[src/rtl/tc_pl_cap_gain_dac_seq.sv]
// Multi-channel cap-gain DAC setup sequencer: latches per-channel gains
// and streams masked channel frames MSB byte first to the SPI TX engine.
module tc_pl_cap_gain_dac_seq #(
  parameter int unsigned CHN_NUM = 4,
  parameter int unsigned CAP0_12 = 32,
  parameter int unsigned GDAC0_0 = 24,
  parameter int unsigned SPI0_0  = 8,
  parameter logic [3:0]  CMD_WR  = 4'h3,
  parameter int unsigned TMO_CYC = 4096
) (
  input  logic                       clk,
  input  logic                       rst,
  input  logic                       gset_en,
  input  logic [CHN_NUM-1:0]         gset_mask,
  input  logic [CHN_NUM*CAP0_12-1:0] gset_dac,
  output logic                       gset_busy,
  output logic                       gset_adc_cmpt,
  output logic                       gset_err,
  input  logic                       stx_idle,
  input  logic                       stx_dreq,
  output logic                       stx_valid,
  output logic [SPI0_0-1:0]          stx_data
);

  localparam int unsigned NB = GDAC0_0 / SPI0_0;
  localparam int unsigned CW = $clog2(CHN_NUM + 1);
  localparam int unsigned BW = $clog2(NB) + 1;
  localparam int unsigned TW = $clog2(TMO_CYC);
  localparam int unsigned LW = GDAC0_0 - 8;

  typedef enum logic [2:0] {
    S_IDLE,
    S_SCAN,
    S_WAIT_IDLE,
    S_SEND,
    S_WAIT_DONE,
    S_DONE
  } state_t;

  state_t                     state_q, state_d;
  logic [CHN_NUM-1:0]         mask_q;
  logic [CHN_NUM*CAP0_12-1:0] dac_q;
  logic [CW-1:0]              ch_q, ch_d;
  logic [BW-1:0]              bcnt_q, bcnt_d;
  logic [TW-1:0]              tmo_q;
  logic [GDAC0_0-1:0]         frame_q, frame_d;
  logic                       seen_q, seen_d;
  logic                       err_q, err_d;
  logic                       latch;

  logic [CAP0_12-1:0] cur_word;
  logic               cur_mask;
  logic               xfer;
  logic               tmo_hit;
  logic               last;
  logic               waiting;
  logic               unused_hi;

  always_comb begin
    cur_word = '0;
    cur_mask = 1'b0;
    for (int i = 0; i < int'(CHN_NUM); i++) begin
      if (ch_q == CW'(i)) begin
        cur_word = dac_q[i*CAP0_12 +: CAP0_12];
        cur_mask = mask_q[i];
      end
    end
  end

  // Only the low frame-payload bits of each gain word reach the DAC.
  assign unused_hi = ^cur_word[CAP0_12-1:LW];

  assign xfer    = (state_q == S_SEND) && stx_dreq;
  assign tmo_hit = tmo_q == TW'(TMO_CYC - 1);
  assign last    = bcnt_q == BW'(NB - 1);
  assign waiting = (state_q == S_WAIT_IDLE) ||
                   (state_q == S_SEND) ||
                   (state_q == S_WAIT_DONE);

  always_comb begin
    state_d = state_q;
    ch_d    = ch_q;
    bcnt_d  = bcnt_q;
    frame_d = frame_q;
    seen_d  = seen_q;
    err_d   = err_q;
    latch   = 1'b0;
    unique case (state_q)
      S_IDLE: begin
        if (gset_en) begin
          latch   = 1'b1;
          err_d   = 1'b0;
          ch_d    = '0;
          state_d = S_SCAN;
        end
      end
      S_SCAN: begin
        if (ch_q == CW'(CHN_NUM)) begin
          state_d = S_DONE;
        end else if (!cur_mask) begin
          ch_d = ch_q + CW'(1);
        end else begin
          frame_d = {CMD_WR, 4'(ch_q), cur_word[LW-1:0]};
          bcnt_d  = '0;
          state_d = S_WAIT_IDLE;
        end
      end
      S_WAIT_IDLE: begin
        if (stx_idle) begin
          state_d = S_SEND;
        end else if (tmo_hit) begin
          err_d   = 1'b1;
          state_d = S_DONE;
        end
      end
      S_SEND: begin
        if (!stx_idle) seen_d = 1'b1;
        if (xfer) begin
          bcnt_d  = bcnt_q + BW'(1);
          frame_d = frame_q << SPI0_0;
          if (last) begin
            seen_d  = 1'b0;
            state_d = S_WAIT_DONE;
          end
        end else if (tmo_hit) begin
          err_d   = 1'b1;
          state_d = S_DONE;
        end
      end
      S_WAIT_DONE: begin
        if (!stx_idle) seen_d = 1'b1;
        if (seen_q && stx_idle) begin
          ch_d    = ch_q + CW'(1);
          state_d = S_SCAN;
        end else if (tmo_hit) begin
          err_d   = 1'b1;
          state_d = S_DONE;
        end
      end
      S_DONE: begin
        state_d = S_IDLE;
      end
      default: begin
        state_d = S_IDLE;
      end
    endcase
  end

  always_ff @(posedge clk or negedge rst) begin
    if (!rst) begin
      state_q <= S_IDLE;
      mask_q  <= '0;
      dac_q   <= '0;
      ch_q    <= '0;
      bcnt_q  <= '0;
      tmo_q   <= '0;
      frame_q <= '0;
      seen_q  <= 1'b0;
      err_q   <= 1'b0;
    end else begin
      state_q <= state_d;
      ch_q    <= ch_d;
      bcnt_q  <= bcnt_d;
      frame_q <= frame_d;
      seen_q  <= seen_d;
      err_q   <= err_d;
      if (latch) begin
        mask_q <= gset_mask;
        dac_q  <= gset_dac;
      end
      // Restart the wait budget on every state change and every byte.
      if ((state_d != state_q) || xfer || !waiting) begin
        tmo_q <= '0;
      end else begin
        tmo_q <= tmo_q + TW'(1);
      end
    end
  end

  assign gset_busy     = state_q != S_IDLE;
  assign gset_adc_cmpt = state_q == S_DONE;
  assign gset_err      = err_q;
  assign stx_valid     = state_q == S_SEND;
  assign stx_data      = frame_q[GDAC0_0-1 -: SPI0_0];

endmodule

[config.mk]
export PLATFORM = sky130hd
export DESIGN_NAME = tc_pl_cap_gain_dac_seq
export DESIGN_NICKNAME = d
export VERILOG_FILES = /design/src/rtl/tc_pl_cap_gain_dac_seq.sv
export SDC_FILE = /design/constraint.sdc
export NUM_CORES = 1
export LEC_CHECK = 0
export BUFFER_PORTS_ARGS = -buffer_cell sky130_fd_sc_hd__buf_2
export CAP_MARGIN = 20
export CORE_MARGIN = 2
export CORE_UTILIZATION = 53
export CTS_CLUSTER_SIZE = 25
export DETAILED_ROUTE_END_ITERATION = 8
export GPL_TIMING_DRIVEN = 0
export PLACE_DENSITY = 0.81
export SETUP_SLACK_MARGIN = 0.4
export SLEW_MARGIN = 5
export SYNTH_ARGS = -nofsm -noshare
export SYNTH_HDL_FRONTEND = slang
export SYNTH_SLANG_ARGS = --single-unit
[constraint.sdc]
create_clock -name clk -period 3.17 [get_ports clk]
set_input_delay 0.1585 -clock clk [delete_from_list [all_inputs] [get_ports clk]]
set_output_delay 0.1585 -clock clk [all_outputs]
set_load 0.03 [all_outputs]
# Word level (Yosys, flattened, before mapping)
# Index checks and enable logic that the tools add are counted.
# W data, S select, Z words.
[word_totals]
word_cells = 93
in_bits = 137
register_bits = 163
output_inout_bits = 12
[op_classes]
eq_ne = 21
reduce_logical = 17
mux = 43
n_addsub = 3
[op_table]
columns = ["op", "n"]
rows = [
  ["$mux W24", 3],
  ["$mux W16", 4],
  ["$pmux W24 S2", 1],
  ["$mux W3", 15],
  ["$eq A3 B2 Y1 const B", 5],
  ["$pmux W3 S5", 1],
  ["$mux W1", 14],
  ["$ne A2 B2 Y1 const B", 7],
  ["$add A12 B1 Y12 const B", 1],
  ["$eq A12 B12 Y1 const B", 1],
  ["$mux W12", 1],
  ["$reduce_and A5 Y1", 2],
  ["$eq A3 B3 Y1 const B", 3],
  ["$pmux W3 S3", 1],
  ["$add A3 B1 Y3 const B", 2],
  ["$eq A3 B1 Y1 const B", 2],
  ["$logic_not A3 Y1", 2],
  ["$pmux W3 S2", 1],
  ["$reduce_bool A3 Y1", 2],
  ["$logic_or A1 B1 Y1", 4],
  ["$ne A2 B1 Y1 const B", 2],
  ["$pmux W1 S4", 1],
  ["$reduce_and A4 Y1", 1],
  ["$reduce_bool A2 Y1", 2],
  ["other kinds (5)", 6],
]

# Longest topological paths before layout
[logic_depth]
ltp_word = 12
mapped_depth = 11

# Worst setup path after synthesis
# Ideal clock, no wire load.
[synth_timing]
path_kind = "register to register"
from = "register ch_q[0]"
to = "register frame_q[0]"
arrival_ps = 2165
path_buffers = 4
required_time_ps = 3040
setup_slack_ps = 875
setup_time_ps = 130
path_stages_with_launch = 12
cell_sequence = "dfrtp_1 > ha_1 > ha_1 > buf_6 > or2_0 > buf_2 > a221oi_4 > o2111ai_2 > and2_1 > buf_6 > buf_6 > o2bb2ai_1"
[synth_between]
elab_chain_cells = 8
word_cells_on_any_way = 19
cone_classes = "eq/ne (6); mux (11); reduce/logical (2)"
[synth_lines]
columns = ["item", "line", "source"]
rows = [
  ["from (decl)", "43", "logic [CW-1:0] ch_q, ch_d;"],
  ["from (signal assigned)", "162", "ch_q <= ch_d;"],
  ["$logic_not A3 Y1", "63", "if (ch_q == CW'(i)) begin"],
  ["$mux W16 (4 in a row)", "63", ""],
  ["$mux W24", "100", "end else if (!cur_mask) begin"],
  ["$mux W24", "98", "if (ch_q == CW'(CHN_NUM)) begin"],
  ["$pmux W24 S2", "88", "unique case (state_q)"],
  ["to (signal assigned)", "164", "frame_q <= frame_d;"],
  ["to (decl)", "46", "logic [GDAC0_0-1:0] frame_q, frame_d;"],
]
# Several ways; a longest one is shown, not always the timed one. The select of a mux whose other input is x is not followed.
# A chain may end at the register's enable or synchronous reset.

# Final worst setup path
[layout_timing]
from = "register ch_q[0]"
to = "register frame_q[3]"
# The elaborated chain is that of the path after synthesis.

==> flow_summary.ini <==
[detailed_routing]
route.top_layer_used = met4
wl_met2_um = 7800
met3_wirelength_um = 834
drt_wl_total_um = 15400
drc = 0
wirelength_met1_um = 6080
vias_per_cell = 5.74
drt_first_pass_iters = 5
detail_route.iter0.violations = 350
route.vias.total = 4664
drt-wirelength-per-cell_um = 18.9
antenna_violating_nets_post_route = 0

[yosys]
post_synth_main_area_contributors = dfrtp_1 52%, mux2_2 14%, a21oi_1 3.0%, nand3_1 2.8%, nor3_1 1.9%
synth-seq-area-share_pct = 52.3
synth-async-reset-ratio_pct = 100
synth.distinct_cells = 44
postSynthCellCount = 491
synth-seq-cells = 115
ys.flop_type = dfrtp_1
synth_warnings = 0
synth_edf_count = 0
synth.net_count = 636
top_cell_type_s_share_of_synthesized_area_pct = 52.3
synthesis.area_per_instance_um2 = 11.2
synth_area_leader_cell = dfrtp_1
netlist_area_mm2 = 0.00550

[global_routing]
initial_antenna_violation_count = 0
pin_count_of_the_biggest_net_entering_global_routing = 94
globalRouteOverflowTotal = 0
grt_pass1_wl_um = 24900
via_count_of_the_first_global_routing_pass = 4851
grt_util_all_layers_pct = 29.1

[timing]
finalClockSkew_ns = 0.0118
hold_viol = 0
final.setup.worst_slack_ns = 0.557
total_of_endpoints_with_negative_setup_slack_in_the_final_report = 0
fin_crit_sh_pct = 82.4
max_clock_freq_ghz = 0.383
worstMarginPinSlew_ns = 0.692
rsz0062_at_grt = false
min_period_ns = 2.61
final.setup.tns_ns = 0
timing.final.max_slew_violations = 0
slew_headroom_pct = 53.5

[run]
timing.max_cap.violations = 0

[finish]
number_of_antenna_diodes = 0
final_nets = 809
layout-area-overhead-vs-synth_pct = 35.4
layout-drive-gt1-share_pct = 31.8

[floorplanning]
fp-row-count = 37
die_boundary_width_um = 106
die-area_mm2 = 0.0112
dieHeight_um = 106
ios = 149
coreArea_mm2 = 0.0102
effective_utilization_at_floorplan_pct = 54.0

[placement]
place.gp.congestion = 0.862
place_hpwl_um = 9200
port_buffers = 84
preCtsSetupSlack_ns = 0.613

[setup_path]
worst_setup_path_start_kind = flip-flop
timing.reg2reg.worst_path_depth = 8
worst_r2r_endpoint = frame_q[3]$_DFFE_PN0P_
crit_path_cell_trace = inv_1, ha_1, clkbuf_2, buf_1, a221oi_1, a21oi_1, a22oi_1, o2bb2ai_1
setup.reg_to_reg.worst_slack_ns = 0.56
worst_ep_required_time_ns = 3.59
worstSetupPathType = reg -> reg
critical_path_peak_fanout = 10
timing.critical_path.to_type = flip-flop
kind_of_cell_adding_the_most_delay_to_the_critical_path = buffers and inverters
critical-path-slowest-cell = ha_1
worst_ep_arrival_time_ns = 3.03
cp.buffers_inverters = 3
worst_r2r_startpoint = ch_q[0]$_DFFE_PN0P_
critPathMaxStageDelay_ns = 0.43

[clock_network]
clock_tree.root_cell = clkbuf_8
post-cts-setup-buffers = 0
cts_buffers = 17
tritoncts_clock_tree = done
clk_transition_reported_paths_ns = 0.06
clock_tree.buffer_depth = 2
insertion_delay_ns = 0.52
clkSinkCount = 115
htree_num_levels = 4

[power_and_ir_drop]
power.leakage_nw = 3.35
power-per-cell-area_mw_per_mm2 = 1010
max_rail_drop_vdd_mv = 0.480

[run_status]
outcome = completed

[min_path]
min_delay_worst_type = in -> async
sequential cells by signal, indices dropped and copies added (netlist names):
signal,flops
bcnt_q,3
seen_q,1
frame_q,24
ch_q,3
dac_q,64
gset_err,1
tmo_q,12
state_q,3
mask_q,4
cells in the mapped netlist, types with 3 or more instances:
cell type / count
nor3_1: 21
and2_1: 3
ha_1: 8
nand3_1: 31
o2bb2ai_1: 8
inv_1: 17
xnor2_1: 4
buf_2: 13
a221o_1: 8
buf_4: 8
dfrtp_1: 115
nor2_1: 20
clkbuf_1: 15
a221oi_1: 8
mux2i_1: 4
mux2_2: 68
nand4_1: 5
mux2_1: 4
buf_6: 3
nand2_1: 24
o211ai_1: 4
nand2b_1: 9
nor2b_1: 7
a21oi_1: 33
o21ai_0: 17
xor2_1: 8
a22oi_1: 5
report_power, final:
part	switching (mW)	internal, mW	total, mW
clock network	0.714	1.31	2.02
logic	1.67	1.35	3.01
registers	0.390	2.11	2.50
total	2.77	4.77	7.54
how the worst max path moves through the flow:
stage | start | endpoint | slack [ns] | cells after the start
final | ch_q[0]$_DFFE_PN0P_ | frame_q[3]$_DFFE_PN0P_ | 0.56 | 8
after global routing | state_q[1]$_DFF_PN0_ | stx_valid | 0.42 | 6
after CTS | ch_q[0]$_DFFE_PN0P_ | frame_q[3]$_DFFE_PN0P_ | 0.51 | 8
after detailed placement | ch_q[0]$_DFFE_PN0P_ | frame_q[3]$_DFFE_PN0P_ | 0.61 | 8
after global placement | rst | dac_q[42]$_DFFE_PN0P_ | 0.68 | 1
after floorplan | ch_q[0]$_DFFE_PN0P_ | frame_q[0]$_DFFE_PN0P_ | 0.88 | 11
stage by stage:
stage / total power [mW] / hold WS [ns] / instances / util [%] / instance area, um^2
floorplan: 4.49 / -0.137 / 491 / - / 5500
global placement: 5.12 / 0.376 / 711 / 59.8 / 6090
detailed placement: 5.28 / 0.0266 / 712 / 60.1 / 6120
CTS: 7.44 / 0.0517 / 813 / 73.1 / 7440
global route: 7.92 / 0.0817 / 813 / 73.1 / 7450
finish: 7.54 / 0.0657 / 813 / 73.1 / 7450
cell type report:
class | count | area [um^2]
Sequential cell | 115 | 2880
Multi-Input combinational cell | 318 | 2330
Clock buffer | 19 | 432
Buffer | 41 | 225
Fill cell | 670 | 2740
Tap cell | 136 | 170
Inverter | 17 | 63.8
Clock inverter | 13 | 198
Timing Repair Buffer | 154 | 1140
cell usage in the layout, fill, tap and decap left out, drive strengths merged, types with 7 or more instances in the layout:
cell type / netlist / final
clkbuf: 15 / 34
o21ai: 17 / 17
a221oi: 9 / 9
nand2: 25 / 25
a221o: 8 / 8
a21oi: 33 / 33
nand3: 31 / 31
nor2: 21 / 21
nor3: 21 / 21
nand2b: 9 / 9
buf: 26 / 111
inv: 17 / 20
dfrtp: 115 / 115
ha: 8 / 8
xor2: 8 / 8
dlygate4sd3: 0 / 69
o2bb2ai: 8 / 8
mux2: 72 / 72
nor2b: 7 / 7
cell families (layout without fill, tap and decap cells):
| kind of cell | Yosys count | after routing | share of synthesized area (%) |
|---|---|---|---|
| AOI/OAI and AO/OA | 93 | 93 | 11.6 |
| xor gates and xnor gates | 12 | 12 | 1.91 |
| muxes | 76 | 76 | 15.5 |
| buffers and inverters | 58 | 244 | 5.21 |
| DFF | 115 | 115 | 52.3 |
| adders and majority gates | 8 | 8 | 1.82 |
| and+or+nand+nor | 129 | 129 | 11.6 |
layer usage:
layer,GRT usage [%],vias up
met1,34.5,2280
met5,0,-
met2,49.5,223
li1,-,2099
met3,7.54,62
met4,13.5,0
timing repair:
item,CTS,global route
gates resized for setup,0,4
endpoints found under the setup margin,0,2
endpoints found under the hold margin,183,0
hold buffers,69,0
No activity file was read; power rests on OpenSTA's default activity.
